### src/rtl/fp_add_sequencer_if.sv
// fp_add_sequencer_if: element stream, float adder and sum-out signals of the add sequencer
interface fp_add_sequencer_if;
    logic        InValid;
    logic        InReady;
    logic [31:0] InData;
    logic        InLast;
    logic [31:0] AddOp1;
    logic [31:0] AddOp2;
    logic        AddInputValid;
    logic [31:0] AddResult;
    logic        AddResultValid;
    logic        AddInputInvalid;
    logic        AddOutputInvalid;
    logic [31:0] SumOut;
    logic        SumValid;
    logic        SumInvalid;
    logic        Timeout;
    logic        Busy;

    modport master (
        input  InValid, InData, InLast, AddResult, AddResultValid, AddInputInvalid, AddOutputInvalid,
        output InReady, AddOp1, AddOp2, AddInputValid, SumOut, SumValid, SumInvalid, Timeout, Busy
    );

    modport slave (
        output InValid, InData, InLast, AddResult, AddResultValid, AddInputInvalid, AddOutputInvalid,
        input  InReady, AddOp1, AddOp2, AddInputValid, SumOut, SumValid, SumInvalid, Timeout, Busy
    );
endinterface

### src/rtl/fp_add_sequencer.sv
// fp_add_sequencer: sums a stream of floats through an external adder, one add at a time.
module fp_add_sequencer #(
    parameter int TIMEOUT_CYCLES = 64
) (
    input logic Clock,
    input logic Reset,
    fp_add_sequencer_if.master bus
);
    localparam int TW = $clog2(TIMEOUT_CYCLES) + 1;

    typedef enum logic [1:0] {IDLE, ISSUE, WAIT, DONE} stateT;

    stateT state, nextState;
    logic first, last, sticky, sumInvalidReg, accept, expired;
    logic [31:0] acc, op1, op2, sumReg;
    logic [TW-1:0] timer;

    assign accept  = bus.InValid && state == IDLE;
    assign expired = state == WAIT && !bus.AddResultValid && timer == TW'(TIMEOUT_CYCLES - 1);

    always_ff @(posedge Clock)
        state <= Reset ? IDLE : nextState;

    always_comb begin
        nextState = state;
        bus.InReady = state == IDLE;
        bus.AddInputValid = state == ISSUE;
        bus.SumValid = state == DONE;
        bus.Busy = state != IDLE;
        bus.Timeout = expired;
        bus.AddOp1 = op1;
        bus.AddOp2 = op2;
        bus.SumOut = state == DONE ? acc : sumReg;
        bus.SumInvalid = state == DONE ? sticky : sumInvalidReg;
        nextState = state == IDLE  ? (accept ? (first ? (bus.InLast ? DONE : IDLE) : ISSUE) : IDLE)
                  : state == ISSUE ? WAIT
                  : state == WAIT  ? (bus.AddResultValid ? (last ? DONE : IDLE) : expired ? DONE : WAIT)
                  : IDLE;
    end

    // Result in the WAIT cycle where the timer expires wins over the abort.
    always_ff @(posedge Clock) begin
        if (Reset) begin
            first <= 1'b1;
            last <= 1'b0;
            sticky <= 1'b0;
            sumInvalidReg <= 1'b0;
            acc <= '0;
            op1 <= '0;
            op2 <= '0;
            sumReg <= '0;
            timer <= '0;
        end else begin
            if (accept && first) begin
                acc <= bus.InData;
                first <= 1'b0;
            end
            if (accept && !first) begin
                op1 <= acc;
                op2 <= bus.InData;
                last <= bus.InLast;
            end
            if (state == ISSUE) begin
                sticky <= sticky | bus.AddInputInvalid;
                timer <= '0;
            end
            if (state == WAIT) begin
                timer <= timer + 1'b1;
                if (bus.AddResultValid) begin
                    acc <= bus.AddResult;
                    sticky <= sticky | bus.AddOutputInvalid;
                end else if (expired)
                    sticky <= 1'b1;
            end
            if (state == DONE) begin
                sumReg <= acc;
                sumInvalidReg <= sticky;
                sticky <= 1'b0;
                first <= 1'b1;
            end
        end
    end
endmodule

### src/flat_wrapper.sv
// flat-port wrapper written by rule: the top's interface ports become plain ports
module fp_add_sequencer_flat 
#(
    parameter int TIMEOUT_CYCLES = 64
)
  (Clock, Reset, bus_InValid, bus_InData, bus_InLast, bus_AddResult, bus_AddResultValid, bus_AddInputInvalid, bus_AddOutputInvalid, bus_InReady, bus_AddOp1, bus_AddOp2, bus_AddInputValid, bus_SumOut, bus_SumValid, bus_SumInvalid, bus_Timeout, bus_Busy);
  fp_add_sequencer_if bus_i ();
  input logic Clock;
  input logic Reset;
  input wire logic [$bits(bus_i.InValid)-1:0] bus_InValid;
  input wire logic [$bits(bus_i.InData)-1:0] bus_InData;
  input wire logic [$bits(bus_i.InLast)-1:0] bus_InLast;
  input wire logic [$bits(bus_i.AddResult)-1:0] bus_AddResult;
  input wire logic [$bits(bus_i.AddResultValid)-1:0] bus_AddResultValid;
  input wire logic [$bits(bus_i.AddInputInvalid)-1:0] bus_AddInputInvalid;
  input wire logic [$bits(bus_i.AddOutputInvalid)-1:0] bus_AddOutputInvalid;
  output wire logic [$bits(bus_i.InReady)-1:0] bus_InReady;
  output wire logic [$bits(bus_i.AddOp1)-1:0] bus_AddOp1;
  output wire logic [$bits(bus_i.AddOp2)-1:0] bus_AddOp2;
  output wire logic [$bits(bus_i.AddInputValid)-1:0] bus_AddInputValid;
  output wire logic [$bits(bus_i.SumOut)-1:0] bus_SumOut;
  output wire logic [$bits(bus_i.SumValid)-1:0] bus_SumValid;
  output wire logic [$bits(bus_i.SumInvalid)-1:0] bus_SumInvalid;
  output wire logic [$bits(bus_i.Timeout)-1:0] bus_Timeout;
  output wire logic [$bits(bus_i.Busy)-1:0] bus_Busy;
  assign bus_i.InValid = bus_InValid;
  assign bus_i.InData = bus_InData;
  assign bus_i.InLast = bus_InLast;
  assign bus_i.AddResult = bus_AddResult;
  assign bus_i.AddResultValid = bus_AddResultValid;
  assign bus_i.AddInputInvalid = bus_AddInputInvalid;
  assign bus_i.AddOutputInvalid = bus_AddOutputInvalid;
  assign bus_InReady = bus_i.InReady;
  assign bus_AddOp1 = bus_i.AddOp1;
  assign bus_AddOp2 = bus_i.AddOp2;
  assign bus_AddInputValid = bus_i.AddInputValid;
  assign bus_SumOut = bus_i.SumOut;
  assign bus_SumValid = bus_i.SumValid;
  assign bus_SumInvalid = bus_i.SumInvalid;
  assign bus_Timeout = bus_i.Timeout;
  assign bus_Busy = bus_i.Busy;
  fp_add_sequencer #(.TIMEOUT_CYCLES(TIMEOUT_CYCLES)) u_core (.Clock(Clock), .Reset(Reset), .bus(bus_i));
endmodule
### config.mk
export PLATFORM = sky130hd
export DESIGN_NAME = fp_add_sequencer_flat
export DESIGN_NICKNAME = d
export VERILOG_FILES = /design/src/rtl/fp_add_sequencer_if.sv /design/src/rtl/fp_add_sequencer.sv /design/src/flat_wrapper.sv
export SDC_FILE = /design/constraint.sdc
export NUM_CORES = 1
export LEC_CHECK = 0
export CORE_ASPECT_RATIO = 1.5
export CORE_MARGIN = 2
export CORE_UTILIZATION = 40
export CTS_CLUSTER_DIAMETER = 50
export DETAILED_ROUTE_END_ITERATION = 6
export PLACE_DENSITY = 0.7
export SLEW_MARGIN = 10
export SYNTH_ARGS = -nofsm -noshare
export SYNTH_HDL_FRONTEND = slang
export SYNTH_SLANG_ARGS = --single-unit
export TNS_END_PERCENT = 1
### constraint.sdc
create_clock -name Clock -period 3.01 [get_ports Clock]
set_clock_uncertainty 0.15 [all_clocks]
set_input_delay 0.602 -clock Clock [delete_from_list [all_inputs] [get_ports Clock]]
set_output_delay 0.602 -clock Clock [all_outputs]
set_load 0.02 [all_outputs]
==> flow_summary_export.csv, run 1 <==
group,metric,value,unit
floorplanning,core-area,0.0135,mm2
global_routing,antenna_found_initial,0,
sta,rsz0062_at_grt,"true",
yosys,syn_area_per_cell,9.24,um2
clock_network,clk-insertion-delay-late,410,ps
outcome,outcome,"complete, no violations",
sta,finalSetupViolations,0,
detailed_routing,finalWirelength,14600,um
clock_network,cts.reportedPaths.clkPinSlew,60,ps
clock_network,htreeDepth,4,
run,drv_cap,0,
global_routing,gr-total-overflow,0,
setup_path,endpoint_kind,"output port",
placement,routabilityCongestion,0.794,
sta,fmax,335,MHz
global_routing,grt_pass1_vias,4937,
detailed_routing,drtPass1Iterations,4,
clock_network,cts_tree,"yes",
yosys,synth_cells,598,
yosys,synth_top_area_share,51.1,%
global_routing,grtUsageTotal,20.1,%
sta,finalSetupTns,0,ps
yosys,synth_most_common_cell,"dfxtp_1",
detailed_routing,drt_iter0_markers,126,
final_layout,drive_gt1_share,10.7,%
clock_network,cts-buffers-inserted,17,
setup_path,criticalPathCategory,"register to output port",
yosys,ys_seq_area_share,51.1,%
pwr,power_density,582,mW/mm2
detailed_routing,via_per_inst,5.08,
yosys,synth_flop_cell,"dfxtp_1",
detailed_routing,drc,0,
yosys,synth_common_cells,"dfxtp_1, nand2_1, a21oi_1",
yosys,async_reset_ff_share,0,%
detailed_routing,wl_per_cell,15.7,um
yosys,yosysUniqueCellTypes,32,
floorplanning,io_pins,173,
detailed_routing,ant_nets,0,
sta,fin_crit,2980,ps
placement,port_buffers,172,
clock_network,ctsHoldBuffers,0,
global_routing,grt_max_degree,73,
pwr,power,4.60,mW
final_layout,area_delta_synth_final,43.0,%
floorplanning,die_x,100,um
sta,worst_pin_slew,762,ps
final_layout,nets,832,
sta,whs,304,ps
global_routing,grt_pass1_wl,23600,um
final_layout,num_antenna_cells,0,
yosys,synthTopCellsByArea,"dfxtp_1, nand2_1, mux2_2",
sta,finalMaxSlewViolations,0,
yosys,ys_ff_latch,141,
detailed_routing,vias,4729,
hold_path,hp-class,"register to register",
final_layout,nFillCells,1192,
floorplanning,rows,52,
sta,setup_ws,27.6,ps
yosys,synth_top_area_cell,"dfxtp_1",
yosys,synth_warnings,0,
floorplanning,dieHeight,148,um
sta,relSlewSlack,49.2,%
placement,dp_slack,157,ps
pwr,p_leak,3.02,nW
sta,hold_violations,0,
setup_path,worstPathArrival,2230,ps
pwr,vdd_ir_drop_max,0.336,mV
clock_network,cts_sinks,141,
yosys,syn-num-nets,674,
yosys,synth_edf_count,0,
clock_network,cts.root.buffer_cell,"clkbuf_16",
sta,finalCritPeriodShare,99.1,%
placement,dp_hpwl,10100,um
floorplanning,start_util,41.0,%
setup_path,worstPathMaxFanout,19,
yosys,synth_area,0.00552,mm2
floorplanning,die-area,0.0148,mm2
setup_path,critPathRequiredTime,2260,ps
clock_network,max-clock-path-buffers,2,
setup_path,cp-start-kind,"register",
cell type report:
cell class	instances	area [um2]	share of cell area [%]
multi-input cells	408	2420	30.7
clock inverters	13	164	2.08
repair buffers	183	1830	23.1
clock buffers	19	443	5.61
inverters	5	18.8	0.238
flip-flops and latches	141	2820	35.7
well taps	162	203	2.57
worst max-delay path, stage by stage (launching register included):
cell and delay [ps]:
dfxtp_1 370, ha_2 190, buf_4 270, mux2_2 380
clkdlybuf4s50_1 580
stage by stage:
step | util [%] | instance area, um2 | cells
4_1_cts | 58.6 | 7900 | 931
5_1_grt | 58.6 | 7900 | 931
3_3_place_gp | 54.1 | 7290 | 899
3_5_place_dp | 54.1 | 7290 | 899
6_report | 58.6 | 7900 | 931
2_1_floorplan | - | 5520 | 598
flip-flops by register name, indices dropped and copies added, names as in the netlist:
name,flops
u_core.sumReg,32
u_core.state,2
u_core.bus.AddOp2,32
u_core.acc,32
u_core.sumInvalidReg,1
u_core.last,1
u_core.timer,7
u_core.bus.AddOp1,32
u_core.first,1
u_core.sticky,1
placed cells by master, fill, tap and decap left out, types with 2 or more instances in the layout:
master	n
clkdlybuf4s50_1	170
dfxtp_1	141
nand2_1	134
a21oi_1	71
nor2_1	37
nor2b_1	34
mux2_2	33
mux2i_1	32
a211oi_1	32
clkbuf_16	17
buf_4	10
inv_1	5
nand2b_1	4
ha_1	4
nand4_1	3
xor2_1	3
clkinv_2	3
clkinv_4	3
bufinv_16	3
a21o_1	2
o21ai_0	2
or3_1	2
and3_1	2
inv_6	2
clkinvlp_4	2
buf_12	2
final timing paths:
check	from	end	slack, ps	cells past startpoint
min reg2reg	u_core.bus.AddOp1[0]	u_core.bus.AddOp1[0]	300	2
max	u_core.state[0]	bus_SumOut[17]	30	4
max reg2reg	u_core.state[0]	u_core.bus.AddOp1[25]	1010	7
min	u_core.bus.AddOp1[0]	u_core.bus.AddOp1[0]	300	2
metal layers:
layer | track usage [%] | vias up | routed length, um
met5 | 0 | - | 0
met4 | 8.49 | 0 | 450
met3 | 5.72 | 28 | 634
met2 | 35.9 | 125 | 7640
met1 | 21.9 | 2257 | 5920
li1 | - | 2319 | -
kinds of logic after synthesis:
family          synth area share, %
compound gates                 11.7
flops                          51.1
buf+inv                        5.30
fa+ha+maj                      1.13
xor+xnor                      0.476
simple gates                   17.8
mux                            12.5
repair_timing:
item / 4_1_cts / 5_1_grt
endpoints found under the hold margin: 0 / 0
setup endpoints to repair: 1 / 33
buffers inserted: 0 / 0
resized for setup: 1 / 0
cloned: 0 / 0
where the power goes:
group,total [mW],switching [mW],internal [mW]
clock network,2.13,0.799,1.33
logic,0.478,0.243,0.235
registers,1.99,0.0501,1.94
Power figures use the tool's default switching activity.
==> run 2: changes to the inputs <==
--- a/config.mk
+++ b/config.mk
@@ -5,12 +5,13 @@
 export SDC_FILE = /design/constraint.sdc
 export NUM_CORES = 1
 export LEC_CHECK = 0
+export ABC_AREA = 1
 export CORE_ASPECT_RATIO = 1.5
 export CORE_MARGIN = 2
 export CORE_UTILIZATION = 40
 export CTS_CLUSTER_DIAMETER = 50
 export DETAILED_ROUTE_END_ITERATION = 6
-export PLACE_DENSITY = 0.7
+export PLACE_DENSITY = 0.72
 export SLEW_MARGIN = 10
 export SYNTH_ARGS = -nofsm -noshare
 export SYNTH_HDL_FRONTEND = slang
==> constraint.sdc (replaced) <==
create_clock -name Clock -period 2.6 [get_ports Clock]
set_clock_uncertainty 0.15 [all_clocks]
set_input_delay 0.52 -clock Clock [delete_from_list [all_inputs] [get_ports Clock]]
set_output_delay 0.52 -clock Clock [all_outputs]
set_load 0.02 [all_outputs]
==> flow_summary_export.csv, run 2 <==
group,metric,value,unit
final_layout,final_cell_count_no_fill,1159,
placement,dp_hpwl,10500,um
global_routing,grt_max_degree,70,
detailed_routing,ant_nets,0,
setup_path,timing.rr.start,"u_core.state[0]",
setup_path,critPathTopFamily,"buffers and inverters",
clock_network,cts-buffers-inserted,17,
sta,rsz0062_at_grt,"false",
hold_path,hp-class,"register to register",
placement,routabilityCongestion,0.808,
clock_network,cts.root.buffer_cell,"clkbuf_16",
detailed_routing,wl_per_cell,13.7,um
sta,finalCritPeriodShare,93.2,%
floorplanning,dieHeight,153,um
floorplanning,rows,54,
yosys,synth_compound_area_share,18.2,%
final_layout,layout_common_cells,"nand2_1, dfxtp_1, nor2_1",
setup_path,cpMostUsedCell,"nand2_1",
detailed_routing,drc,0,
clock_network,cts_sinks,141,
setup_path,slowest_stage,"dlygate4sd2_1",
yosys,ys_seq_area_share,47.9,%
detailed_routing,finalWirelength,15900,um
yosys,yosysUniqueCellTypes,24,
pwr,power,5.37,mW
clock_network,htreeDepth,4,
setup_path,cp_slowest_stage_delay,370,ps
yosys,syn-num-nets,866,
global_routing,gr-total-overflow,0,
yosys,synthTopCellsByArea,"dfxtp_1, nand2_1, nor2_1",
placement,dp_slack,56.3,ps
placement,port_buffers,172,
setup_path,critical_path.cell_chain,"ha_2 > inv_1 > buf_4 > nand2_1 > nand2_1 > dlygate4sd2_1",
pwr,vdd_ir_drop_max,0.410,mV
sta,relSlewSlack,46.8,%
yosys,syn_area_per_cell,7.46,um2
global_routing,grtUsageTotal,20.8,%
final_layout,drive_gt1_share,9.98,%
pwr,p_leak,3.89,nW
yosys,async_reset_ff_share,0,%
pwr,power_density,648,mW/mm2
yosys,synth_cells,790,
detailed_routing,via_per_inst,4.71,
floorplanning,core-area,0.0145,mm2
sta,worst_pin_slew,797,ps
setup_path,criticalPathCategory,"register to output port",
setup_path,cp-startpoint,"u_core.state[0]",
hold_path,hp-start,"u_core.sumReg[16]",
floorplanning,die-area,0.0157,mm2
placement,dp.cells,1126,
detailed_routing,drtPass1Iterations,4,
setup_path,endpoint_kind,"output port",
sta,finalMaxSlewViolations,0,
global_routing,grt_pass1_vias,5157,
setup_path,worstPathArrival,1750,ps
setup_path,cp-start-kind,"register",
outcome,outcome,"complete, no violations",
setup_path,crit_buf_inv,3,
yosys,ys_ff_latch,141,
yosys,yosys.area_share.simple,22.5,%
sta,fin_crit,2420,ps
run,drv_cap,0,
yosys,synth_edf_count,0,
global_routing,antenna_found_initial,1,
final_layout,nets,1025,
sta,finalSetupViolations,0,
yosys,synth_warnings,0,
setup_path,critPathRequiredTime,1930,ps
clock_network,cts_tree,"yes",
clock_network,max-clock-path-buffers,2,
clock_network,cts.reportedPaths.clkPinSlew,60,ps
sta,setup_ws,176,ps
yosys,synth_common_cells,"nand2_1, dfxtp_1, nor2_1",
detailed_routing,vias,5457,
floorplanning,io_pins,173,
yosys,muxShareOfSynthArea,0,%
sta,fmax,413,MHz
sta,finalSetupTns,0,ps
yosys,synth_top_area_cell,"dfxtp_1",
yosys,synth_most_common_cell,"nand2_1",
floorplanning,start_util,40.8,%
yosys,synth_top_area_share,47.9,%
yosys,synth_area,0.00589,mm2
clock_network,ctsHoldBuffers,0,
final_layout,area_delta_synth_final,40.6,%
yosys,synth_xor_area_share,0.149,%
yosys,synth_top_family_by_area,"simple AND/OR/NAND/NOR gates",
global_routing,grt_pass1_wl,25600,um
final_layout,final_common_cell,"nand2_1",
yosys,synth-adder-area-share,1.06,%
floorplanning,die_x,103,um
yosys,synth_flop_cell,"dfxtp_1",
detailed_routing,drt_iter0_markers,190,
setup_path,worstPathMaxFanout,11,
sta,hold_violations,0,
clock_network,clk-insertion-delay-late,410,ps
[run 2: changes by cell type in the layout (fill, tap and decap cells not counted), moves of 20 or more]
cell	before	now
a211oi_1	32	0
clkdlybuf4s50_1	170	135
dlygate4sd2_1	1	34
inv_1	5	84
mux2_2	33	0
mux2i_1	32	0
nand2_1	134	159
nand2_2	1	22
nor2_1	37	139
nor2b_1	34	0
o211ai_2	0	20
o21ai_0	2	68
[run 2: worst paths after layout]
check | slack, ps | to | cells after the start
max | 180 | bus_SumOut[5] | 6
min | 320 | u_core.sumReg[16] | 2
max reg2reg | 760 | u_core.bus.AddOp2[16] | 8
min reg2reg | 320 | u_core.sumReg[16] | 2
[run 2: kinds of logic (layout without fill, tap and decap cells)]
family,count (synthesis),in the layout
AND/OR/NAND/NOR,332,332
XOR/XNOR,1,1
flip-flops,141,141
AO/OA/AOI/OAI,176,176
adder cells (fa/ha/maj),5,5
other,0,1
buffers and inverters,135,307
[run 2: routing by layer]
| metal | vias up | GRT usage, % | share of wire, % |
|---|---|---|---|
| met5 | - | 0 | 0 |
| met4 | 0 | 8.52 | 1.7 |
| met3 | 14 | 4.36 | 3.9 |
| met2 | 133 | 35.3 | 51 |
| met1 | 2494 | 24.9 | 44 |
| li1 | 2816 | - | - |
[run 2: report_power, final]
part           switching (mW)  total, mW  internal [mW]
sequential             0.0574       2.34           2.28
combinational           0.436      0.805          0.369
clock                   0.965       2.23           1.26
[run 2: what timing repair did]
action	4_1_cts	5_1_grt
gates resized for setup	35	2
setup endpoints to repair	34	2
buffers inserted	0	0
[run 2: layout make-up]
cell class	instances	area, um2
Antenna cell	1	2.50
Fill cell	1394	6170
Inverter	86	323
Clock inverter	13	104
Sequential cell	141	2820
Tap cell	196	245
Timing Repair Buffer	189	1870
Multi-Input combinational cell	514	2470
Clock buffer	19	443
[run 2: through the flow]
stage / hold slack [ps] / cell area (um2) / utilization, %
finish: 316 / 8290 / 57.3
global route: 333 / 8290 / 57.3
CTS: 318 / 8280 / 57.3
detailed placement: 309 / 7770 / 53.8
global placement: 305 / 7770 / 53.8
floorplan: 294 / 5890 / -
[run 2: worst min-delay path, cell delays in order (launching register included)]
cell and delay, ps:
dfxtp_1 290, nand2_1 70, a21oi_1 60
